## src/rtl/serial_output_if.sv

```systemverilog
// Word handshake between an application source (master) and serial_output (slave).
interface serial_output_if;
  logic [31:0] rs232_tx;
  logic        rs232_tx_stb;
  logic        rs232_tx_ack;

  modport master (output rs232_tx, output rs232_tx_stb, input rs232_tx_ack);
  modport slave  (input rs232_tx, input rs232_tx_stb, output rs232_tx_ack);
endinterface

```

## src/rtl/serial_output.sv

```systemverilog
// UART transmitter fed by a small word FIFO through a stb/ack handshake.
// Define SERIAL_OUTPUT_PARITY_EN to add an even parity bit (11-bit frames).
//
// state  | meaning
// IDLE   | line high; pop FIFO head into shift register when available
// START  | start bit, line low for one bit period
// DATA   | eight data bits, LSB first, one bit period each
// PARITY | even parity over the data bits (SERIAL_OUTPUT_PARITY_EN only)
// STOP   | stop bit, line high for one bit period
module serial_output #(
  parameter int CLOCK_FREQUENCY = 50000000,
  parameter int BAUD_RATE       = 115200,
  parameter int FIFO_DEPTH      = 4
) (
  input  logic           clk,
  input  logic           rst,
  serial_output_if.slave bus,
  output logic           tx,
  output logic           busy
);

  localparam int T  = CLOCK_FREQUENCY / BAUD_RATE;
  localparam int CW = (T > 1) ? $clog2(T) : 1;
  localparam int AW = $clog2(FIFO_DEPTH);
  localparam logic [CW-1:0] RELOAD = CW'(T - 1);

`ifdef SERIAL_OUTPUT_PARITY_EN
  typedef enum logic [2:0] {S_IDLE, S_START, S_DATA, S_PARITY, S_STOP} state_t;
`else
  typedef enum logic [1:0] {S_IDLE, S_START, S_DATA, S_STOP} state_t;
`endif

  state_t        r_state;
  state_t        w_state_nxt;
  logic [CW-1:0] r_cnt;
  logic [7:0]    r_shift;
  logic [2:0]    r_bit_idx;
  logic [AW:0]   r_wptr;
  logic [AW:0]   r_rptr;
  logic [7:0]    r_mem [FIFO_DEPTH];
  logic          r_ack;
  logic          r_rdy;
  logic          r_tx;
  logic          r_busy;
  logic          w_tx;
  logic          w_pop;
  logic          w_push;
  logic          w_tick;
  logic          w_empty;
  logic          w_full;
  logic          w_unused_upper;
`ifdef SERIAL_OUTPUT_PARITY_EN
  logic          r_parity;
`endif

  assign w_unused_upper = ^bus.rs232_tx[31:8];

  assign w_empty = (r_wptr == r_rptr);
  assign w_full  = (r_wptr[AW] != r_rptr[AW]) && (r_wptr[AW-1:0] == r_rptr[AW-1:0]);
  assign w_push  = bus.rs232_tx_stb && r_ack;
  assign w_tick  = (r_cnt == '0);

  // State register
  always_ff @(posedge clk or negedge rst) begin
    if (!rst) r_state <= S_IDLE;
    else      r_state <= w_state_nxt;
  end

  // Next-state logic
  always_comb begin
    w_state_nxt = r_state;
    case (r_state)
      S_IDLE:   if (!w_empty) w_state_nxt = S_START;
      S_START:  if (w_tick) w_state_nxt = S_DATA;
`ifdef SERIAL_OUTPUT_PARITY_EN
      S_DATA:   if (w_tick && (r_bit_idx == 3'd7)) w_state_nxt = S_PARITY;
      S_PARITY: if (w_tick) w_state_nxt = S_STOP;
`else
      S_DATA:   if (w_tick && (r_bit_idx == 3'd7)) w_state_nxt = S_STOP;
`endif
      S_STOP:   if (w_tick) w_state_nxt = S_IDLE;
      default:  w_state_nxt = S_IDLE;
    endcase
  end

  // Output logic
  always_comb begin
    w_tx  = 1'b1;
    w_pop = 1'b0;
    case (r_state)
      S_IDLE:   w_pop = !w_empty;
      S_START:  w_tx  = 1'b0;
      S_DATA:   w_tx  = r_shift[0];
`ifdef SERIAL_OUTPUT_PARITY_EN
      S_PARITY: w_tx  = r_parity;
`endif
      default:  w_tx  = 1'b1;
    endcase
  end

  // Storage has no reset; emptiness is defined by the pointers alone.
  always_ff @(posedge clk) begin
    if (w_push) r_mem[r_wptr[AW-1:0]] <= bus.rs232_tx[7:0];
  end

  always_ff @(posedge clk or negedge rst) begin
    if (!rst) begin
      r_wptr <= '0;
      r_rptr <= '0;
    end else begin
      if (w_push) r_wptr <= r_wptr + 1'b1;
      if (w_pop)  r_rptr <= r_rptr + 1'b1;
    end
  end

  // r_rdy keeps the first ack off the first edge after reset release;
  // ack is a one-cycle pulse so a held strobe can't double-transfer.
  always_ff @(posedge clk or negedge rst) begin
    if (!rst) begin
      r_rdy  <= 1'b0;
      r_ack  <= 1'b0;
      r_busy <= 1'b0;
      r_tx   <= 1'b1;
    end else begin
      r_rdy  <= 1'b1;
      r_ack  <= r_rdy && !r_ack && bus.rs232_tx_stb && !w_full;
      r_busy <= !w_empty || (r_state != S_IDLE);
      r_tx   <= w_tx;
    end
  end

  // Bit timer, shift register and bit index
  always_ff @(posedge clk or negedge rst) begin
    if (!rst) begin
      r_cnt     <= '0;
      r_shift   <= '0;
      r_bit_idx <= '0;
`ifdef SERIAL_OUTPUT_PARITY_EN
      r_parity  <= 1'b0;
`endif
    end else if (w_pop) begin
      r_cnt     <= RELOAD;
      r_shift   <= r_mem[r_rptr[AW-1:0]];
      r_bit_idx <= '0;
`ifdef SERIAL_OUTPUT_PARITY_EN
      r_parity  <= ^r_mem[r_rptr[AW-1:0]];
`endif
    end else if (r_state != S_IDLE) begin
      if (w_tick) begin
        r_cnt <= RELOAD;
        if (r_state == S_DATA) begin
          r_shift   <= {1'b0, r_shift[7:1]};
          r_bit_idx <= r_bit_idx + 3'd1;
        end
      end else begin
        r_cnt <= r_cnt - CW'(1);
      end
    end
  end

  assign tx               = r_tx;
  assign busy             = r_busy;
  assign bus.rs232_tx_ack = r_ack;

endmodule

```

## src/flat_wrapper.sv

```systemverilog
// flat-port wrapper written by rule: the top's interface ports become plain ports
module serial_output_flat 
#(
  parameter int CLOCK_FREQUENCY = 50000000,
  parameter int BAUD_RATE       = 115200,
  parameter int FIFO_DEPTH      = 4
)
  (clk, rst, tx, busy, bus_rs232_tx, bus_rs232_tx_stb, bus_rs232_tx_ack);
  serial_output_if bus_i ();
  input  logic clk;
  input  logic rst;
  output logic tx;
  output logic busy;
  input wire logic [$bits(bus_i.rs232_tx)-1:0] bus_rs232_tx;
  input wire logic [$bits(bus_i.rs232_tx_stb)-1:0] bus_rs232_tx_stb;
  output wire logic [$bits(bus_i.rs232_tx_ack)-1:0] bus_rs232_tx_ack;
  assign bus_i.rs232_tx = bus_rs232_tx;
  assign bus_i.rs232_tx_stb = bus_rs232_tx_stb;
  assign bus_rs232_tx_ack = bus_i.rs232_tx_ack;
  serial_output #(.CLOCK_FREQUENCY(CLOCK_FREQUENCY), .BAUD_RATE(BAUD_RATE), .FIFO_DEPTH(FIFO_DEPTH)) u_core (.clk(clk), .rst(rst), .bus(bus_i), .tx(tx), .busy(busy));
endmodule
```

## config.mk

```make
export PLATFORM = sky130hd
export DESIGN_NAME = serial_output_flat
export DESIGN_NICKNAME = d
export VERILOG_FILES = /design/src/rtl/serial_output_if.sv /design/src/rtl/serial_output.sv /design/src/flat_wrapper.sv
export SDC_FILE = /design/constraint.sdc
export NUM_CORES = 1
export LEC_CHECK = 0
export BUFFER_PORTS_ARGS = -buffer_cell sky130_fd_sc_hd__buf_2
export CAP_MARGIN = 20
export CORE_MARGIN = 4
export CORE_UTILIZATION = 51
export DETAILED_ROUTE_END_ITERATION = 10
export PLACE_DENSITY = 0.75
export SYNTH_ARGS = -nofsm -noshare
export SYNTH_HDL_FRONTEND = slang
export SYNTH_SLANG_ARGS = --single-unit
```

## constraint.sdc

```tcl
create_clock -name clk -period 2 [get_ports clk]
set_clock_uncertainty 0.05 [all_clocks]
set_input_delay 0.2 -clock clk [delete_from_list [all_inputs] [get_ports clk]]
set_output_delay 0.2 -clock clk [all_outputs]
set_load 0.05 [all_outputs]
```

==> flow_metrics.env, run 1 <==
export IMPL_fin_area_sq_um=3350
export IMPL_final_nets=272
export IMPL_die_area_sq_um=6910
export IMPL_status="finished, violations left"
export IMPL_areaGrowthSynthToFinish_pct=16.6
export IMPL_fillers=430
export IMPL_clock_fmax_mhz=499
export IMPL_core_area_sq_um=5470
export IMPL_netlist_top_cell_by_area="edfxtp_1"
export IMPL_cts_root_buf="clkbuf_8"
export IMPL_synth_edf_count=32
export IMPL_fin_ws_ns=-0.00236
export IMPL_slowest_delay_ns=0.39
export IMPL_violations="negative setup slack"
export IMPL_yosys_area_share_xor_xnor=0.0243
export IMPL_drt_first_iter_violations=91
export IMPL_drtAntennaViolNets=0
export IMPL_ys_seq_area_frac=0.613
export IMPL_syn_area_sq_um=2880
export IMPL_num_rows=27
export IMPL_stdcell_count=302
export IMPL_path_cells="inv_2 > ha_4 > nor4b_4 > nand4_2 > buf_8 > mux2_2 > mux2_4"
export IMPL_layout_drive_gt1_share=0.361
export IMPL_critPathTopFamily="multiplexers"
export IMPL_end_kind="register"
export IMPL_rsz0062_at_grt="yes"
export IMPL_cts_tree="built"
export IMPL_grt_pass1_vias=1664
export IMPL_cap_violations=0
export IMPL_htree_levels=3
export IMPL_mostFrequentLayoutCells="32 x edfxtp_1, 31 x dfrtp_1, 15 x buf_4, 13 x mux2_4, 13 x buf_2"
export IMPL_synthAdderAreaFrac=0.0522
export IMPL_clockBufferDepth=2
export IMPL_async_flop_share=0.500
export IMPL_wl_per_cell_um=15.6
export IMPL_drt_wl_total_mm=4.72
export IMPL_finalCriticalPeriod_ns=2.00
export IMPL_n_antenna_cell=0
export IMPL_synth_top_family_by_area="multiplexers"
export IMPL_grtUsageTotal=0.150
export IMPL_synth_net_count=235
export IMPL_synth_compound_area_frac=0.0448
export IMPL_slew_headroom=0.527
export IMPL_drcViolationCount=0
export IMPL_die_width_um=83.1
export IMPL_synth_seq_cells=64
export IMPL_synth_distinct_cells=39
export IMPL_required_ns=2.17
export IMPL_hold_ws_ns=0.0201
export IMPL_final_common_cell="edfxtp_1"
export IMPL_holdCritPathClass="primary input to register"
export IMPL_p_leak_nw=1.42
export IMPL_muxShareOfSynthArea=0.166
export IMPL_dp_cells=282
export IMPL_cp_slowest_cell="dfrtp_1"
export IMPL_grt_start_max_net_pins=33
export IMPL_gp_congestion=0.758
export IMPL_die_h_um=83.1
export IMPL_vias=1595
export IMPL_synth_top_area_frac=0.334
export IMPL_grt_antenna_before_repair=0
export IMPL_critPathLaunchType="register"
export IMPL_start_util=0.526
export IMPL_place_port_buffers=13
export IMPL_finalSetupViolCount=1
export IMPL_pin_count=38
export IMPL_grt_pass1_wl_mm=7.99
export IMPL_worstMarginPinSlew_ns=0.709
export IMPL_synth_cells=188
export IMPL_synth_area_per_cell_sq_um=15.3
export IMPL_synth_ff_type="edfxtp_1"
export IMPL_clk_latency_ns=0.34
export IMPL_cts_sinks=64
export IMPL_crit_arrival_ns=2.17
export IMPL_place_hpwl_mm=3.05
export IMPL_powerDensity_nw_per_um2=1450
export IMPL_final_util=0.613
export IMPL_dr_pass1_iters=4
export IMPL_cts_buffers=9
export IMPL_drv_slew=0
export IMPL_clk_pin_slew_ns=0.08
export IMPL_critical_path_max_fanout=9
export IMPL_yosysWarnings=0
export IMPL_synth_area_leaders="edfxtp_1 33%, dfrtp_1 27%, mux2_4 6.3%"
export IMPL_peakVddDrop_mv=0.723
export IMPL_finalHoldViolCount=0
export IMPL_place_area_sq_um=3110
export IMPL_critPathKind="register to register"
export IMPL_gr_total_overflow=0
export IMPL_fin_crit_sh=1.00
export IMPL_via_per_inst=5.28
export IMPL_path_buf_inv=2
export IMPL_synth_simple_gate_area_frac=0.0765
-- routing by layer --
metal | part of all wire | vias to the layer above | track usage
li1 | - | 776 | -
met3 | 0.038 | 10 | 0.0565
met1 | 0.43 | 779 | 0.174
met2 | 0.51 | 30 | 0.251
met4 | 0.022 | 0 | 0.0624
met5 | 0 | - | 0
-- cell families (layout without fill, tap and decap cells) --
kind of cell,count (synthesis),after routing
AO/OA/AOI/OAI,19,19
XOR/XNOR,8,8
adder cells (fa/ha/maj),12,12
buffers and inverters,14,56
flip-flops,64,64
multiplexers,31,31
other,1,1
AND/OR/NAND/NOR,39,39
-- through the flow --
| stage | power [mW] | setup TNS (ns) | setup WS, ns |
|---|---|---|---|
| 3_3_place_gp | 3.73 | -0.109 | -0.0211 |
| 5_1_grt | 5.21 | -0.489 | -0.0708 |
| 3_5_place_dp | 3.80 | -0.299 | -0.0492 |
| 4_1_cts | 4.85 | 0 | 0.0269 |
| 6_report | 4.85 | -0.00236 | -0.00236 |
| 2_1_floorplan | 3.30 | 0 | 0.0276 |
-- sequential cells by signal, indices dropped and copies added, names as in the netlist --
signal / count
u_core.r_mem: 32
u_core.r_rptr: 3
u_core.r_rdy: 1
u_core.r_bit_idx: 3
u_core.bus.rs232_tx_ack: 1
u_core.r_shift: 8
u_core.tx: 1
u_core.r_state: 2
u_core.r_cnt: 9
u_core.busy: 1
u_core.r_wptr: 3
-- repair_timing --
action                                  CTS  global route
pin swaps                                 1             1
endpoints found under the setup margin    8             9
endpoints found under the hold margin    31             0
resized for setup                         7             2
hold buffers                              1             0
setup buffers                             2             1
-- report_power, final --
part	internal (mW)	leakage [nW]	total [mW]	switching (mW)
Combinational	1.02	0.671	1.93	0.914
Sequential	1.69	0.665	1.93	0.240
Clock	0.461	0.0866	0.991	0.530
-- cell usage after synthesis, types with 2 or more instances --
| cell | instances |
|---|---|
| o22ai_1 | 2 |
| a21oi_1 | 2 |
| dfrtp_1 | 31 |
| nor2_1 | 12 |
| nor4_1 | 2 |
| ha_1 | 12 |
| nor3_1 | 4 |
| mux2_2 | 5 |
| edfxtp_1 | 32 |
| o31ai_1 | 3 |
| mux4_2 | 8 |
| mux2_4 | 12 |
| xnor2_1 | 5 |
| and3_1 | 5 |
| nand2_1 | 8 |
| xor2_1 | 3 |
| o21ai_0 | 6 |
| mux2i_1 | 6 |
| inv_1 | 10 |
-- path summary, 6_finish.rpt --
kind | start | end | slack (ns) | cells past startpoint
setup / recovery | u_core.r_cnt[0] | u_core.r_shift[0] | -0.002 | 7
hold / removal | bus_rs232_tx[1] | u_core.r_mem[0][1] | 0.02 | 1
setup reg to reg | u_core.r_cnt[0] | u_core.r_shift[0] | -0.002 | 7
hold reg to reg | u_core.r_cnt[8] | u_core.r_cnt[8] | 0.43 | 1
max in group asynchronous | rst | u_core.r_shift[4] | 1.04 | 2
min in group asynchronous | rst | u_core.r_cnt[0] | 0.40 | 2
-- cell type report --
| class | count | area (sq um) | share of cell area |
|---|---|---|---|
| Inverter | 10 | 37.5 | 0.0112 |
| Sequential cell | 64 | 1760 | 0.526 |
| Timing Repair Buffer | 30 | 203 | 0.0604 |
| Clock buffer | 9 | 124 | 0.0369 |
| Clock inverter | 7 | 55.1 | 0.0164 |
| Tap cell | 72 | 90.1 | 0.0269 |
| Multi-Input combinational cell | 110 | 1080 | 0.323 |
No activity file was read; power rests on OpenSTA's default activity.
==> run 2: changes to the inputs <==
Settings changed: CORE_UTILIZATION 51 to 55, PLACE_DENSITY 0.75 to 0.77.
Clock period 2 ns to 2.2 ns, I/O delays scaled along.
==> flow_metrics.env, run 2 (synthesis results as in run 1) <==
export IMPL_status="finished clean"
export IMPL_grt_start_max_net_pins=33
export IMPL_gp_congestion=0.842
export IMPL_p_clk_frac=0.268
export IMPL_finalSetupViolCount=0
export IMPL_holdCritPathClass="primary input to register"
export IMPL_largest_register_ffs=32
export IMPL_drcViolationCount=0
export IMPL_multi_input_area_sq_um=1050
export IMPL_vias=1584
export IMPL_sw_frac_of_total=0.321
export IMPL_fin_crit_sh=0.933
export IMPL_p_leak_nw=1.40
export IMPL_clockBufferDepth=2
export IMPL_die_h_um=80.3
export IMPL_cts_sinks=64
export IMPL_die_area_sq_um=6450
export IMPL_regArea_sq_um=1760
export IMPL_areaGrowthSynthToFinish_pct=14.9
export IMPL_powerDensity_nw_per_um2=1380
export IMPL_cts_tree="built"
export IMPL_final_nets=262
export IMPL_critPathTopFamily="flip-flops"
export IMPL_via_per_inst=5.46
export IMPL_gr_total_overflow=0
export IMPL_power_mw=4.58
export IMPL_core_area_sq_um=5070
export IMPL_cts_root_buf="clkbuf_8"
export IMPL_htree_levels=3
export IMPL_crit_arrival_ns=2.23
export IMPL_cap_violations=0
export IMPL_drt_wl_total_mm=4.69
export IMPL_place_hpwl_mm=3.20
export IMPL_die_width_um=80.3
export IMPL_peakVddDrop_mv=0.811
export IMPL_start_util=0.567
export IMPL_drv_slew=0
export IMPL_min_from="bus_rs232_tx[7]"
export IMPL_whs_path_depth=1
export IMPL_hold_ws_ns=0.0451
export IMPL_grt_antenna_before_repair=0
export IMPL_end_kind="register"
export IMPL_pin_count=38
export IMPL_required_ns=2.37
export IMPL_grtUsageTotal=0.168
export IMPL_dr_pass1_iters=4
export IMPL_cp_slowest_cell="dfrtp_1"
export IMPL_path_cells="inv_1 > ha_1 > nor4b_4 > buf_4 > nand4_1 > a211oi_2 > mux2_2"
export IMPL_p_int_mw=3.11
export IMPL_path_buf_inv=2
export IMPL_num_rows=26
export IMPL_wl_per_cell_um=16.2
export IMPL_p_switching_mw=1.47
export IMPL_rrSetupSlack_ns=0.15
export IMPL_critical_path_max_fanout=4
export IMPL_n_antenna_cell=0
export IMPL_grt_pass1_vias=1743
export IMPL_hold_end="u_core.r_mem[0][7]"
export IMPL_power_frac_comb=0.347
export IMPL_cts_buffers=9
export IMPL_finalHoldViolCount=0
export IMPL_critPathKind="register to register"
export IMPL_critPathLaunchType="register"
export IMPL_worstMarginPinSlew_ns=0.701
export IMPL_mostFrequentLayoutCells="32 x edfxtp_1, 31 x dfrtp_1, 13 x buf_2"
export IMPL_rr_startpoint="u_core.r_cnt[0]"
export IMPL_fillers=374
export IMPL_slowest_delay_ns=0.39
export IMPL_finalCriticalPeriod_ns=2.05
export IMPL_layout_drive_gt1_share=0.305
export IMPL_drtAntennaViolNets=0
export IMPL_seq_power_share=0.385
export IMPL_clock_fmax_mhz=487
export IMPL_drt_first_iter_violations=123
export IMPL_place_port_buffers=13
export IMPL_clk_pin_slew_ns=0.07
export IMPL_timing_rr_end="u_core.r_state[1]"
export IMPL_final_common_cell="edfxtp_1"
export IMPL_grt_pass1_wl_mm=8.07
export IMPL_r2r_cells=7
export IMPL_slew_headroom=0.533
export IMPL_clk_latency_ns=0.34
==> run 2: worst max-delay path by stage <==
stage / start / depth (start not counted) / slack (ns) / end
after global routing: u_core.r_cnt[0] / 7 / -0.02 / u_core.r_state[1]
after detailed placement: u_core.r_cnt[0] / 7 / 0.1 / u_core.r_state[1]
after floorplan: u_core.r_state[0] / 8 / 0.16 / u_core.r_shift[1]
final: u_core.r_cnt[0] / 7 / 0.15 / u_core.r_state[1]
after CTS: u_core.r_cnt[0] / 7 / 0.07 / u_core.r_state[1]
after global placement: u_core.r_cnt[0] / 7 / 0.17 / u_core.r_state[1]
==> run 2: stage by stage <==
step / setup WS, ns / util / cells / TNS (ns) / area (sq um)
2_1_floorplan: 0.157 / - / 188 / 0 / 2880
3_3_place_gp: 0.172 / 0.601 / 273 / 0 / 3050
3_5_place_dp: 0.0988 / 0.601 / 273 / 0 / 3050
4_1_cts: 0.0710 / 0.650 / 290 / 0 / 3300
5_1_grt: -0.0200 / 0.651 / 290 / -0.0200 / 3310
6_report: 0.147 / 0.651 / 290 / 0 / 3310
==> run 2: cell type report <==
type | instances | share of cell area
timing repair buffer | 20 | 0.0363
inverter | 10 | 0.0114
multi-input combinational | 110 | 0.319
tap | 70 | 0.0265
clock buffer | 9 | 0.0375
sequential | 64 | 0.533
clock inverter | 7 | 0.0360
==> run 2: what timing repair did <==
item	in CTS	in global routing
hold buffers	1	0
hold endpoints to repair	31	0
setup buffers	0	0
resized for setup	0	1
endpoints found under the setup margin	0	1
==> run 2: per-layer routing <==
metal	track usage	vias up	routed length, um
met5	0	-	0
met4	0.0760	0	76
met3	0.0392	8	124
met2	0.290	21	2400
met1	0.198	796	2080
li1	-	759	-
==> run 2: power groups by stage <==
stage	sequential (mW)	combinational (mW)	clock (mW)
after floorplan	1.79	1.21	0
after global placement	1.76	1.51	0
after detailed placement	1.79	1.58	0
after CTS	1.76	1.60	1.24
after global routing	1.80	1.78	1.29
final	1.76	1.59	1.23
==> run 3: changes to the inputs <==
Settings changed: SLEW_MARGIN set to 10.
Clock period 2.2 ns to 2.48 ns, I/O delays scaled along.
==> flow_metrics.env, run 3 (synthesis results as in run 1) <==
export IMPL_critical_path_max_fanout=11
export IMPL_num_rows=26
export IMPL_hold_end="u_core.r_mem[3][6]"
export IMPL_finalHoldViolCount=0
export IMPL_grtUsageTotal=0.169
export IMPL_critPathKind="register to register"
export IMPL_setup_tns_final_ns=0
export IMPL_fin_area_sq_um=3270
export IMPL_die_width_um=80.3
export IMPL_place_hpwl_mm=3.33
export IMPL_gr_total_overflow=0
export IMPL_finalCriticalPeriod_ns=2.18
export IMPL_powerDensity_nw_per_um2=1210
export IMPL_wl_per_cell_um=16.4
export IMPL_largest_register_ffs=32
export IMPL_mostFrequentLayoutCells="32 x edfxtp_1, 31 x dfrtp_1, 13 x buf_2"
export IMPL_areaGrowthSynthToFinish_pct=13.6
export IMPL_dr_pass1_iters=4
export IMPL_start_util=0.567
export IMPL_via_per_inst=5.50
export IMPL_drtAntennaViolNets=0
export IMPL_grt_pass1_vias=1703
export IMPL_place_area_sq_um=3030
export IMPL_clk_pin_slew_ns=0.07
export IMPL_drt_wl_total_mm=4.73
export IMPL_cts_sinks=64
export IMPL_holdCritPathClass="primary input to register"
export IMPL_whs_path_depth=1
export IMPL_vias=1584
export IMPL_crit_arrival_ns=2.35
export IMPL_drt_first_iter_violations=61
export IMPL_gp_congestion=0.875
export IMPL_cts_tree="built"
export IMPL_final_common_cell="edfxtp_1"
export IMPL_cp_slowest_cell="dfrtp_1"
export IMPL_path_cells="inv_1 > ha_1 > nor4b_4 > nand4_2 > buf_4 > mux2_4 > mux2_4"
export IMPL_crit_top_cell="mux2_4"
export IMPL_path_buf_inv=2
export IMPL_p_leak_nw=1.38
export IMPL_drcViolationCount=0
export IMPL_finalSetupViolCount=0
export IMPL_clk_latency_ns=0.33
export IMPL_die_area_sq_um=6450
export IMPL_slew_headroom=0.527
export IMPL_slowest_delay_ns=0.39
export IMPL_core_area_sq_um=5070
export IMPL_clockBufferDepth=2
export IMPL_path_depth=7
export IMPL_grt_start_max_net_pins=33
export IMPL_min_from="bus_rs232_tx[6]"
export IMPL_die_h_um=80.3
export IMPL_timing_rr_end="u_core.r_shift[5]"
export IMPL_place_port_buffers=13
export IMPL_holdBufCountCts=1
export IMPL_cap_violations=0
export IMPL_end_kind="register"
export IMPL_drv_slew=0
export IMPL_fin_crit_sh=0.881
export IMPL_peakVddDrop_mv=0.740
export IMPL_cts_root_buf="clkbuf_8"
export IMPL_rr_startpoint="u_core.r_cnt[0]"
export IMPL_critPathTopFamily="multiplexers"
export IMPL_critPathLaunchType="register"
export IMPL_n_antenna_cell=0
export IMPL_required_ns=2.65
export IMPL_final_nets=260
export IMPL_grt_antenna_before_repair=0
export IMPL_cts_setup_buffers=0
export IMPL_worstMarginPinSlew_ns=0.709
export IMPL_grt_pass1_wl_mm=8.00
export IMPL_pin_count=38
export IMPL_rrSetupSlack_ns=0.30
export IMPL_htree_levels=3
export IMPL_clock_fmax_mhz=458
export IMPL_r2r_cells=7
export IMPL_status="finished clean"
export IMPL_rsz0062_at_grt="no"
export IMPL_critPathLaunch="u_core.r_cnt[0]"
export IMPL_cts_buffers=9
export IMPL_cts_resized=0
export IMPL_layout_drive_gt1_share=0.298
export IMPL_final_util=0.644
run 3: metrics by stage:
stage,instances,setup slack (ns),hold slack (ns),power (mW)
5_1_grt,288,0.141,0.0645,4.22
2_1_floorplan,188,0.437,-0.0976,2.66
4_1_cts,288,0.285,0.0656,4.00
3_3_place_gp,271,0.409,0.279,2.88
6_report,288,0.296,0.0815,3.96
3_5_place_dp,271,0.342,0.283,2.99
run 3: routing by layer:
layer  vias to the layer above  GRT usage  share of wire
met2                        20      0.300           0.54
li1                        756          -              -
met5                         -          0              0
met1                       801      0.192           0.42
met3                         7     0.0359          0.024
met4                         0     0.0811          0.015
run 3: worst max-delay path by stage:
| stage | end | slack, ns |
|---|---|---|
| final | u_core.r_shift[5] | 0.30 |
| after global placement | u_core.r_shift[2] | 0.41 |
| after detailed placement | u_core.r_shift[5] | 0.34 |
| after global routing | u_core.r_shift[6] | 0.14 |
| after CTS | u_core.r_shift[2] | 0.29 |
| after floorplan | u_core.r_shift[1] | 0.44 |
run 3: layout make-up:
| type | count | area [sq um] |
|---|---|---|
| Tap cell | 70 | 87.6 |
| Clock buffer | 9 | 124 |
| Multi-Input combinational cell | 110 | 1050 |
| Clock inverter | 7 | 103 |
| Inverter | 10 | 37.5 |
| Timing Repair Buffer | 18 | 105 |
| Sequential cell | 64 | 1760 |
| Fill cell | 381 | 1810 |
run 3: report_power, final:
part	switching, mW	total [mW]	internal (mW)
Clock	0.419	0.995	0.576
Combinational	0.662	1.37	0.704
Sequential	0.230	1.59	1.36
